`src/rtl/image_sdram_writer_pkg.sv`:
```
// Shared types and sizes for the image SDRAM writer.
//   IMAGE_BYTES : byte size of the image region addressed by the loader
//   BYTE_AW     : loader byte address width
//   SD_AW/SD_DW : SDRAM word address / data widths
//   ENTRY_W     : FIFO entry width, {word address, word data}
package image_sdram_writer_pkg;

   localparam int unsigned IMAGE_BYTES = 32'd1 << 26;
   localparam int          BYTE_AW     = $clog2(IMAGE_BYTES);
   localparam int          SD_AW       = BYTE_AW - 1;
   localparam int          SD_DW       = 16;
   localparam int          ENTRY_W     = SD_AW + SD_DW;

   typedef enum logic [0:0] {
      DRAIN_IDLE = 1'b0,
      DRAIN_REQ  = 1'b1
   } drain_state_t;

   // Loader byte address -> 16-bit word address.
   function automatic logic [SD_AW-1:0] word_addr(input logic [BYTE_AW-1:0] byte_addr);
      return byte_addr[BYTE_AW-1:1];
   endfunction

endpackage

```
`src/rtl/image_sdram_writer_sync_fifo.sv`:
```
// Single-clock first-word-fall-through FIFO.
//   clk, reset_n : clock, synchronous active-low reset (clears pointers only)
//   push, din    : write request and data; dropped when full unless popping
//   pop          : consume head; ignored when empty
//   dout         : current head entry (valid while !empty)
//   full, empty  : occupancy flags
// DEPTH must be a power of two, minimum 2.
module sync_fifo
   import image_sdram_writer_pkg::*;
#(
   parameter int WIDTH = ENTRY_W,
   parameter int DEPTH = 8
) (
   input  logic             clk,
   input  logic             reset_n,
   input  logic             push,
   input  logic [WIDTH-1:0] din,
   input  logic             pop,
   output logic [WIDTH-1:0] dout,
   output logic             full,
   output logic             empty
);

   localparam int           AW        = $clog2(DEPTH);
   localparam logic [AW:0]  DEPTH_CNT = DEPTH[AW:0];

   logic [WIDTH-1:0] mem [DEPTH];
   logic [AW-1:0]    wr_ptr;
   logic [AW-1:0]    rd_ptr;
   logic [AW:0]      count;
   logic             do_push;
   logic             do_pop;

   assign empty   = (count == '0);
   assign full    = (count == DEPTH_CNT);
   assign do_pop  = pop & ~empty;
   // A pop in the same cycle frees the slot, so push while full is accepted.
   assign do_push = push & (~full | do_pop);
   assign dout    = mem[rd_ptr];

   always_ff @(posedge clk) begin
      if (do_push) begin
         mem[wr_ptr] <= din;
      end
   end

   always_ff @(posedge clk) begin
      if (!reset_n) begin
         wr_ptr <= '0;
         rd_ptr <= '0;
         count  <= '0;
      end else begin
         if (do_push) begin
            wr_ptr <= wr_ptr + 1'b1;
         end
         if (do_pop) begin
            rd_ptr <= rd_ptr + 1'b1;
         end
         case ({do_push, do_pop})
            2'b10:   count <= count + 1'b1;
            2'b01:   count <= count - 1'b1;
            default: count <= count;
         endcase
      end
   end

endmodule

```
`src/rtl/image_sdram_writer.sv`:
```
// Repacks the ROM loader byte stream of the image region into 16-bit
// little-endian words, buffers them and writes them to SDRAM.
//   clk, reset_n      : clock, synchronous active-low reset
//   image_download    : loader is streaming the image region
//   wr_8bit           : one-cycle byte strobe
//   addr_8bit         : byte address relative to image start
//   data_8bit         : byte data
//   sd_wr             : SDRAM write request, held until sd_ack
//   sd_addr, sd_data  : SDRAM word address / data, stable while sd_wr
//   sd_ack            : one-cycle acknowledge
//   busy              : partial word, buffered word or request outstanding
//   overflow          : sticky, a word was dropped
//   done              : one-cycle pulse once a download has fully drained
//
// Drain FSM
//   state      | meaning
//   DRAIN_IDLE | no request; loads FIFO head into sd_addr/sd_data when available
//   DRAIN_REQ  | sd_wr asserted, outputs held until sd_ack
module image_sdram_writer
   import image_sdram_writer_pkg::*;
#(
   parameter int unsigned      FIFO_DEPTH = 8,
   parameter logic [SD_AW-1:0] SDRAM_BASE = 25'h0
) (
   input  logic               clk,
   input  logic               reset_n,
   input  logic               image_download,
   input  logic               wr_8bit,
   input  logic [BYTE_AW-1:0] addr_8bit,
   input  logic [7:0]         data_8bit,
   output logic               sd_wr,
   output logic [SD_AW-1:0]   sd_addr,
   output logic [SD_DW-1:0]   sd_data,
   input  logic               sd_ack,
   output logic               busy,
   output logic               overflow,
   output logic               done
);

   logic               accept;
   logic               is_odd;
   logic               dl_q;
   logic               dl_fall;
   logic [SD_AW-1:0]   wa;

   logic               pending, pending_n;
   logic [7:0]         low, low_n;
   logic [SD_AW-1:0]   pend_wa, pend_wa_n;

   logic               p1_v, p2_v;
   logic [SD_DW-1:0]   p1_d, p2_d;
   logic [SD_AW-1:0]   p1_wa, p2_wa;

   logic               push_v, slot_v;
   logic [SD_DW-1:0]   push_d, slot_d;
   logic [SD_AW-1:0]   push_wa, slot_wa;

   logic [SD_AW-1:0]   entry_addr;
   logic [ENTRY_W-1:0] fifo_din;
   logic [ENTRY_W-1:0] fifo_dout;
   logic               fifo_full;
   logic               fifo_empty;
   logic               fifo_pop;

   drain_state_t       state, state_n;
   logic               seen;

   assign accept  = wr_8bit & image_download;
   assign is_odd  = addr_8bit[0];
   assign wa      = word_addr(addr_8bit);
   assign dl_fall = dl_q & ~image_download;

   // Packer: decides up to two words per accepted byte. p1 goes out on the
   // next edge, p2 (odd byte landing on a different pending word) one later.
   always_comb begin
      p1_v      = 1'b0;
      p1_d      = '0;
      p1_wa     = '0;
      p2_v      = 1'b0;
      p2_d      = '0;
      p2_wa     = '0;
      pending_n = pending;
      low_n     = low;
      pend_wa_n = pend_wa;
      if (accept) begin
         if (!is_odd) begin
            if (pending) begin
               p1_v  = 1'b1;
               p1_d  = {8'h00, low};
               p1_wa = pend_wa;
            end
            pending_n = 1'b1;
            low_n     = data_8bit;
            pend_wa_n = wa;
         end else if (pending && (pend_wa == wa)) begin
            p1_v      = 1'b1;
            p1_d      = {data_8bit, low};
            p1_wa     = wa;
            pending_n = 1'b0;
         end else if (pending) begin
            p1_v      = 1'b1;
            p1_d      = {8'h00, low};
            p1_wa     = pend_wa;
            p2_v      = 1'b1;
            p2_d      = {data_8bit, 8'h00};
            p2_wa     = wa;
            pending_n = 1'b0;
         end else begin
            p1_v  = 1'b1;
            p1_d  = {data_8bit, 8'h00};
            p1_wa = wa;
         end
      end else if (dl_fall && pending) begin
         p1_v      = 1'b1;
         p1_d      = {8'h00, low};
         p1_wa     = pend_wa;
         pending_n = 1'b0;
      end
   end

   // A queued second-slot word wins over a new first-slot word; the new one
   // is lost and flagged through overflow.
   always_ff @(posedge clk) begin
      if (!reset_n) begin
         dl_q    <= 1'b0;
         pending <= 1'b0;
         low     <= '0;
         pend_wa <= '0;
         push_v  <= 1'b0;
         push_d  <= '0;
         push_wa <= '0;
         slot_v  <= 1'b0;
         slot_d  <= '0;
         slot_wa <= '0;
      end else begin
         dl_q    <= image_download;
         pending <= pending_n;
         low     <= low_n;
         pend_wa <= pend_wa_n;
         if (slot_v) begin
            push_v  <= 1'b1;
            push_d  <= slot_d;
            push_wa <= slot_wa;
            slot_v  <= 1'b0;
         end else begin
            push_v  <= p1_v;
            push_d  <= p1_d;
            push_wa <= p1_wa;
            slot_v  <= p2_v;
            slot_d  <= p2_d;
            slot_wa <= p2_wa;
         end
      end
   end

   assign entry_addr = SDRAM_BASE + push_wa;
   assign fifo_din   = {entry_addr, push_d};

   sync_fifo #(
      .WIDTH (ENTRY_W),
      .DEPTH (FIFO_DEPTH)
   ) u_fifo (
      .clk     (clk),
      .reset_n (reset_n),
      .push    (push_v),
      .din     (fifo_din),
      .pop     (fifo_pop),
      .dout    (fifo_dout),
      .full    (fifo_full),
      .empty   (fifo_empty)
   );

   // The head is popped as it is copied into the request registers, so the
   // word under request no longer occupies a FIFO slot and the write path
   // holds FIFO_DEPTH + 1 words in total.
   always_comb begin
      state_n  = state;
      fifo_pop = 1'b0;
      case (state)
         DRAIN_IDLE: begin
            if (!fifo_empty) begin
               fifo_pop = 1'b1;
               state_n  = DRAIN_REQ;
            end
         end
         DRAIN_REQ: begin
            if (sd_ack) begin
               state_n = DRAIN_IDLE;
            end
         end
         default: state_n = DRAIN_IDLE;
      endcase
   end

   always_ff @(posedge clk) begin
      if (!reset_n) begin
         state   <= DRAIN_IDLE;
         sd_addr <= '0;
         sd_data <= '0;
      end else begin
         state <= state_n;
         if (fifo_pop) begin
            {sd_addr, sd_data} <= fifo_dout;
         end
      end
   end

   assign sd_wr = (state == DRAIN_REQ);
   assign busy  = pending | push_v | slot_v | ~fifo_empty | sd_wr;

   always_ff @(posedge clk) begin
      if (!reset_n) begin
         overflow <= 1'b0;
      end else if ((slot_v && p1_v) || (push_v && fifo_full && !fifo_pop)) begin
         overflow <= 1'b1;
      end
   end

   always_ff @(posedge clk) begin
      if (!reset_n) begin
         seen <= 1'b0;
         done <= 1'b0;
      end else begin
         done <= 1'b0;
         if (accept) begin
            seen <= 1'b1;
         end else if (seen && !image_download && !busy) begin
            seen <= 1'b0;
            done <= 1'b1;
         end
      end
   end

endmodule

```
`config.mk`:
```
export PLATFORM = sky130hd
export DESIGN_NAME = image_sdram_writer
export DESIGN_NICKNAME = d
export VERILOG_FILES = /design/src/rtl/image_sdram_writer_pkg.sv /design/src/rtl/image_sdram_writer_sync_fifo.sv /design/src/rtl/image_sdram_writer.sv
export SDC_FILE = /design/constraint.sdc
export NUM_CORES = 1
export LEC_CHECK = 0
export BUFFER_PORTS_ARGS = -buffer_cell sky130_fd_sc_hd__buf_2
export CAP_MARGIN = 20
export CORE_MARGIN = 4
export CORE_UTILIZATION = 55
export CTS_CLUSTER_SIZE = 20
export DETAILED_ROUTE_END_ITERATION = 10
export GPL_TIMING_DRIVEN = 0
export PLACE_DENSITY = 0.75
export SKIP_LAST_GASP = 1
export SYNTH_ARGS = -nofsm -noshare
export SYNTH_HDL_FRONTEND = slang
export SYNTH_SLANG_ARGS = --single-unit
export TNS_END_PERCENT = 50
```
`constraint.sdc`:
```
create_clock -name clk -period 4.3 [get_ports clk]
set_clock_uncertainty 0.2 [all_clocks]
set_input_delay 0.43 -clock clk [delete_from_list [all_inputs] [get_ports clk]]
set_output_delay 0.43 -clock clk [all_outputs]
set_load 0.02 [all_outputs]
```
# Word level (Yosys, flattened, before mapping)
# Memory sizes are Yosys's and may differ from the RTL's. A register that Yosys moved wholly into a read port is not among the register bits.
# Cells that the tools add are included.
dict set report totals {
  regBits 133
  ram_bits 328
  inputBits 39
  out_inout_bits 45
  elab_cells 101
  mem_count 1
}
dict set report op_classes {
  n_addsub 4
  n_eq_ne 4
  mux 40
  n_bitwise 16
  reduce_logical 19
}
# name words width rd rd_clocked_by_memory_dff write_ports line
set mem_list {}
lappend mem_list {u_fifo.mem 8 41 1 1 1 image_sdram_writer_sync_fifo.sv:27} ;# logic [WIDTH-1:0] mem [DEPTH];
# op count
set op_table {}
lappend op_table {{$mux W25} 11}
lappend op_table {{$mux W16} 9}
lappend op_table {{$eq A25 B25 Y1} 1}
lappend op_table {{$mux W1} 16}
lappend op_table {{$mux W8} 2}
lappend op_table {{$pmux W4 S2} 1}
lappend op_table {{$logic_and A1 B1 Y1} 7}
lappend op_table {{$not A1 Y1} 7}
lappend op_table {{$add A3 B1 Y3 const B} 2}
lappend op_table {{$reduce_bool A2 Y1} 3}
lappend op_table {{$or A1 B1 Y1} 5}
lappend op_table {{$reduce_or A5 Y1} 1}
lappend op_table {{$add A4 B1 Y4 const B} 1}
lappend op_table {{$and A1 B1 Y1} 4}
lappend op_table {{$eq A4 B4 Y1 const B} 1}
lappend op_table {{$logic_not A1 Y1} 4}
lappend op_table {{$logic_not A4 Y1} 1}
lappend op_table {{$sub A4 B1 Y4 const B} 1}
lappend op_table {{$eq A2 B1 Y1 const B} 1}
lappend op_table {{$eq A2 B2 Y1 const B} 1}
lappend op_table {{$pmux W1 S2} 1}
lappend op_table {{$reduce_and A2 Y1} 1}
lappend op_table {{$reduce_or A2 Y1} 1}
lappend op_table {{$logic_or A1 B1 Y1} 1}

# Longest topological paths before layout
dict set report logic_depth {
  depth_word 8
  depth_mapped 12
  depth_no_buf 10
}

# Cells and area by module
# A second synthesis with hierarchy kept.
dict set report hier_totals {
  cells_unflattened 1238
  hier_area_um2 19585.0
}
# module n_inst cells_per_inst area_per_inst_um2 seq_area_each_um2
set by_module_without_submodules {}
lappend by_module_without_submodules {sync_fifo 1 557 13279.0 10109.7}
lappend by_module_without_submodules {image_sdram_writer 1 681 6306.0 3123.0}

# Worst setup path before layout
# No wires, ideal clock.
dict set report synth_path {
  path_kind {reg2reg}
  startpoint {register u_fifo.count[1]}
  endpoint {memory u_fifo.mem[0][0] (netlist name), enable pin}
  setup_time_ns 0.490
  arrival_time_ns 3.905
  required_time_ns 3.610
  slack_ns -0.295
  path_stages_with_launch 6
  n_path_buf 1
  synth_period_minus_slack_ns 4.595
  cell_sequence {dfxtp_1 clkbuf_1 nor3_1 a31oi_1 nand2b_1 nor3_1}
}
dict set report synth_between {
  elab_chain_cells 8
  elab_cells_between_ends 11
  classes_between {eq/ne (1); mux (4); bitwise (5); reduce/logical (1)}
}
# item line
set synth_rtl {}
lappend synth_rtl {{start, declared} image_sdram_writer_sync_fifo.sv:30} ;# logic [AW:0] count;
lappend synth_rtl {{start signal, assigned} image_sdram_writer_sync_fifo.sv:60} ;# 2'b10: count <= count + 1'b1;
lappend synth_rtl {{start signal, assigned} image_sdram_writer_sync_fifo.sv:61} ;# 2'b01: count <= count - 1'b1;
lappend synth_rtl {{start signal, assigned} image_sdram_writer_sync_fifo.sv:62} ;# default: count <= count;
lappend synth_rtl {{$logic_not A4 Y1} image_sdram_writer_sync_fifo.sv:34} ;# assign empty = (count == '0);
lappend synth_rtl {{$mux W1} image_sdram_writer.sv:181} ;# if (!fifo_empty) begin
lappend synth_rtl {{$mux W1} image_sdram_writer.sv:179} ;# case (state)
lappend synth_rtl {{$and A1 B1 Y1} image_sdram_writer_sync_fifo.sv:36} ;# assign do_pop = pop & ~empty;
lappend synth_rtl {{$or A1 B1 Y1 *} image_sdram_writer_sync_fifo.sv:38} ;# assign do_push = push & (~full | do_pop);
lappend synth_rtl {{$and A1 B1 Y1 *} image_sdram_writer_sync_fifo.sv:38}
lappend synth_rtl {{$mux W1 *} image_sdram_writer_sync_fifo.sv:42} ;# if (do_push) begin
lappend synth_rtl {{$mux W1 (implied by the code) *} image_sdram_writer_sync_fifo.sv:43} ;# mem[wr_ptr] <= din;
lappend synth_rtl {{end, declared} image_sdram_writer_sync_fifo.sv:27}
# Every way passes the cells marked *; elsewhere a longest branch is shown, timed or not.

# Worst setup path in the final report
dict set report layout_path {
  startpoint {register u_fifo.count[1]}
  endpoint {register u_fifo.count[3]}
}
dict set report layout_between {
  elab_chain_cells 8
  elab_cells_between_ends 15
  classes_between {add/sub (2); eq/ne (3); mux (3); bitwise (5); reduce/logical (2)}
}
# item line
set layout_rtl {}
lappend layout_rtl {{$logic_not A4 Y1 *} image_sdram_writer_sync_fifo.sv:34}
lappend layout_rtl {{$mux W1 *} image_sdram_writer.sv:181}
lappend layout_rtl {{$mux W1 *} image_sdram_writer.sv:179}
lappend layout_rtl {{named net fifo_pop} image_sdram_writer.sv:63} ;# logic fifo_pop;
lappend layout_rtl {{$and A1 B1 Y1 *} image_sdram_writer_sync_fifo.sv:36}
lappend layout_rtl {{$or A1 B1 Y1} image_sdram_writer_sync_fifo.sv:38}
lappend layout_rtl {{$and A1 B1 Y1} image_sdram_writer_sync_fifo.sv:38}
lappend layout_rtl {{$eq A2 B1 Y1 or $eq A2 B2 Y1 (tied branches)} image_sdram_writer_sync_fifo.sv:59} ;# case ({do_push, do_pop})
lappend layout_rtl {{$pmux W4 S2 or $reduce_bool A2 Y1 (tied branches)} n/a}
# The timed path passes the listed nets; every way through them passes the cells marked *.
# A chain may end at the register's enable or synchronous reset.

==> metrics.md <==
| Metric | Value |
|---|---|
| Status | finished clean |
| Power share of the sequential group | 43.8% |
| TritonCTS buffer count | 49 |
| Startpoint types | flip-flop |
| Core Rows | 67 |
| R2r worst-path depth | 11 |
| H-tree depth | 2 |
| Setup Buffers After CTS | 0 |
| R2R setup slack | 0.50 ns |
| Leakage | 7.22 nW |
| # IOs | 84 |
| Final setup violation count | 0 |
| Max incr delay on CP | 0.59 ns |
| Clk pwr share | 36.6% |
| Worst Hold Class | in -> reg |
| End of the worst register-to-register path | u_fifo.count[3] |
| Clock period minus worst slack | 3.80 ns |
| DR WL/cell | 23.8 um |
| WP data arrival | 4.07 ns |
| Hold Slack | 0.0493 ns |
| Via Count | 11153 |
| Hpwl dp | 28.8 mm |
| Most used routing layer in global routing | met2 |
| Synth top area share | 52.3% |
| Crit share post-route | 88.4% |
| Initial Util | 55.9% |
| Slew @ Worst Pin | 1.01 ns |
| Worst-path fanout max | 11 |
| Hold path start | wr_8bit |
| Count of cell types in the netlist | 50 |
| Most frequent cell after synthesis | edfxtp_1 |
| Post-Layout Cell Count | 1848 |
| Post-cts sizing count | 0 |
| Sw Pwr | 3.29 mW |
| Hold path cells | 3 |
| Top post-synthesis cells by area | edfxtp_1 52%, dfxtp_1 18%, mux4_2 9.8% |
| Area grow syn2layout | 17.9% |
| Post-Syn Nets | 1220 |
| Reg2Reg Launch Point | u_fifo.count[1] |
| Largest net degree at the start of global routing | 26 |
| Sw frac | 27.0% |
| Initial antenna violation count | 1 |
| Maximum vdd ir drop | 0.000567 V |
| Mapped Area | 18800 um2 |
| Element type at the critical path end | flip-flop |
| Power Dens Cells | 548 nW/um2 |
| Final Util | 65.9% |
| Clk sinks | 494 |
| Routed vias/inst | 6.04 |
| DR pass1 iterations | 6 |
| Achievable Freq | 263 MHz |
| CP Depth | 11 |
| GR Util met3 | 3.89% |
| Core area | 33700 um2 |
| Met1 Use GR | 33.6% |
| GR Util met2 | 39.1% |
| Reg clk slew, reported paths | 0.06 ns |
| DRC errors left | 0 |
| Buf/Inv on CP | 3 |
| Wirelength, routed | 44.0 mm |
| Worst-path cell chain | clkbuf_1 > nor4_1 > nor2_1 > buf_2 > buf_2 > ha_1 > nor4bb_1 > a21oi_1 > o21a_1 > or3_1 > a21oi_1 |
| Cell family with most CP delay | simple AND/OR/NAND/NOR gates |
| Skew-Pair Late Insertion Delay | 0.56 ns |
| ANT cells | 0 |
| Crit Path Category | reg -> reg |
| Synthesis-stage register bit count | 494 |
| Syn. warnings | 0 |
| Top FF cell, synth | edfxtp_1 |
| TritonCTS clock tree | done |
| GPL Wtd Cong | 0.899 |
| CTS Buffer Depth | 3 |
| Hold path endpoint | seen |
| Slew Viols, Final | 0 |
| Net count, final | 1404 |
| GR Util All Layers | 23.8% |
| Die width | 193 um |
| Die area | 37300 um2 |
| Vias in the first global route | 11055 |
| Gate Count Post-Synth | 1176 |
| Logic pwr share | 19.6% |
| Final Hold Violating Endpoints | 0 |
| Post-synth top area cell | edfxtp_1 |
| Die height | 193 um |
| Number of nets with antenna violations after routing | 0 |
| Layout cells sized above 1 | 23.2% |
| Asr flop ratio synth | 0% |
| Number of enable flip-flop cells after synthesis | 328 |
| Critical Path RT | 4.57 ns |
| Post-synthesis sequential area ratio | 69.9% |
| Drt first-iter violations | 1285 |
| Crit-path slowest cell | nor2_1 |
| Int Pwr | 8.89 mW |
| DP Cell Count | 1722 |
| Unrepaired setup endpoints after global routing | false |
| Total congestion overflow | 0 |
| Slew headroom | 31.8% |
| I/O Buffers | 83 |
| Max_cap viols | 0 |
| Avg Cell Area, Syn | 16.0 um2 |
| Root buffer cell | clkbuf_16 |
| First-pass GRT wire length | 66.7 mm |
| Top post-synthesis cells by count | 328 x edfxtp_1, 166 x dfxtp_1, 121 x nand2_1 |
-- state kept, by name, indices dropped and copies added, names as in the netlist, 3 cells and up --
register and flops:
low 8, pend_wa 25, push_d 16, push_wa 25, sd_addr 25, sd_data 16, slot_d 8, slot_wa 25
u_fifo.count 4, u_fifo.mem 328, u_fifo.rd_ptr 3, u_fifo.wr_ptr 3
-- power groups by stage --
| stage | clock network [mW] | registers [mW] | logic, mW |
|---|---|---|---|
| floorplan | 0 | 5.58 | 1.49 |
| global placement | 0 | 5.43 | 2.34 |
| detailed placement | 0 | 5.44 | 2.39 |
| CTS | 4.51 | 5.33 | 2.43 |
| global route | 4.74 | 5.35 | 2.60 |
| finish | 4.47 | 5.33 | 2.39 |
-- per-stage QoR --
step | instance area [um2] | setup slack [ns] | TNS, ns | power (mW)
after detailed placement | 20200 | 0.545 | 0 | 7.82
after CTS | 22200 | 0.511 | 0 | 12.3
after floorplan | 18900 | -0.276 | -11.32 | 7.07
final | 22200 | 0.498 | 0 | 12.2
after global routing | 22200 | 0.316 | 0 | 12.7
after global placement | 19800 | -3.58 | -472.13 | 7.77
-- routing by layer --
metal  vias to the layer above  wire length, um
met5                         -                0
met4                         0             1150
met3                        77             3430
met2                       534            21300
met1                      5572            18100
li1                       4970                -
-- cell usage in the layout (no fill, tap or decap), types with 5 or more instances in the layout --
cell type / instances
dlygate4sd3_1: 35
dfxtp_1: 166
clkbuf_1: 44
buf_4: 7
o211ai_1: 9
ha_1: 5
a211oi_1: 41
clkbuf_8: 5
buf_2: 94
clkbuf_16: 51
and2_1: 10
mux2i_1: 43
nand2b_1: 5
nand4_1: 5
buf_6: 13
nand2_1: 121
nor2_4: 7
o21ai_0: 13
a22o_1: 33
buf_12: 5
o221ai_1: 15
a221oi_2: 20
mux4_2: 82
or3_1: 11
a21oi_1: 67
clkinv_1: 7
buf_1: 9
nor2_1: 51
clkinv_2: 10
xnor2_1: 27
bufinv_16: 8
edfxtp_1: 328
-- area by class of cell --
cell class | count | area (um2)
Buffer | 74 | 405
Clock buffer | 62 | 1350
Clock inverter | 29 | 354
Fill cell | 2338 | 11500
Inverter | 6 | 22.5
Multi-Input combinational cell | 602 | 5310
Sequential cell | 494 | 13200
Tap cell | 448 | 561
Timing Repair Buffer | 133 | 1050
-- how the worst max path moves through the flow --
stage               startpoint                 to
6_report       u_fifo.count[1]    u_fifo.count[3]
5_1_grt        u_fifo.count[1]    u_fifo.count[2]
4_1_cts        u_fifo.count[1]    u_fifo.count[2]
3_5_place_dp   u_fifo.count[1]    u_fifo.count[2]
3_3_place_gp   u_fifo.count[1]  u_fifo.mem[1][35]
2_1_floorplan  u_fifo.count[1]   u_fifo.mem[1][0]
-- worst reg2reg max path, stage by stage, from the launching register on --
cell	delay, ns
dfxtp_1	0.30
clkbuf_1	0.27
nor4_1	0.12
nor2_1	0.59
buf_2	0.45
buf_2	0.43
ha_1	0.34
nor4bb_1	0.30
a21oi_1	0.06
o21a_1	0.19
or3_1	0.31
a21oi_1	0.15
-- cell families (layout without fill, tap and decap cells) --
kind of cell | after synthesis | after routing | share of synthesized area (%)
adders and majority gates | 5 | 5 | 0.332
muxes | 125 | 125 | 12.1
AOI/OAI and AO/OA | 213 | 213 | 8.65
DFF | 494 | 494 | 69.9
xor gates and xnor gates | 31 | 31 | 1.44
buffers and inverters | 80 | 304 | 2.27
and+or+nand+nor | 228 | 228 | 5.33
-- what timing repair did --
action | CTS | global route
endpoints found under the setup margin | 0 | 0
hold buffers | 35 | 0
endpoints found under the hold margin | 70 | 0
No activity file was read; power rests on OpenSTA's default activity.
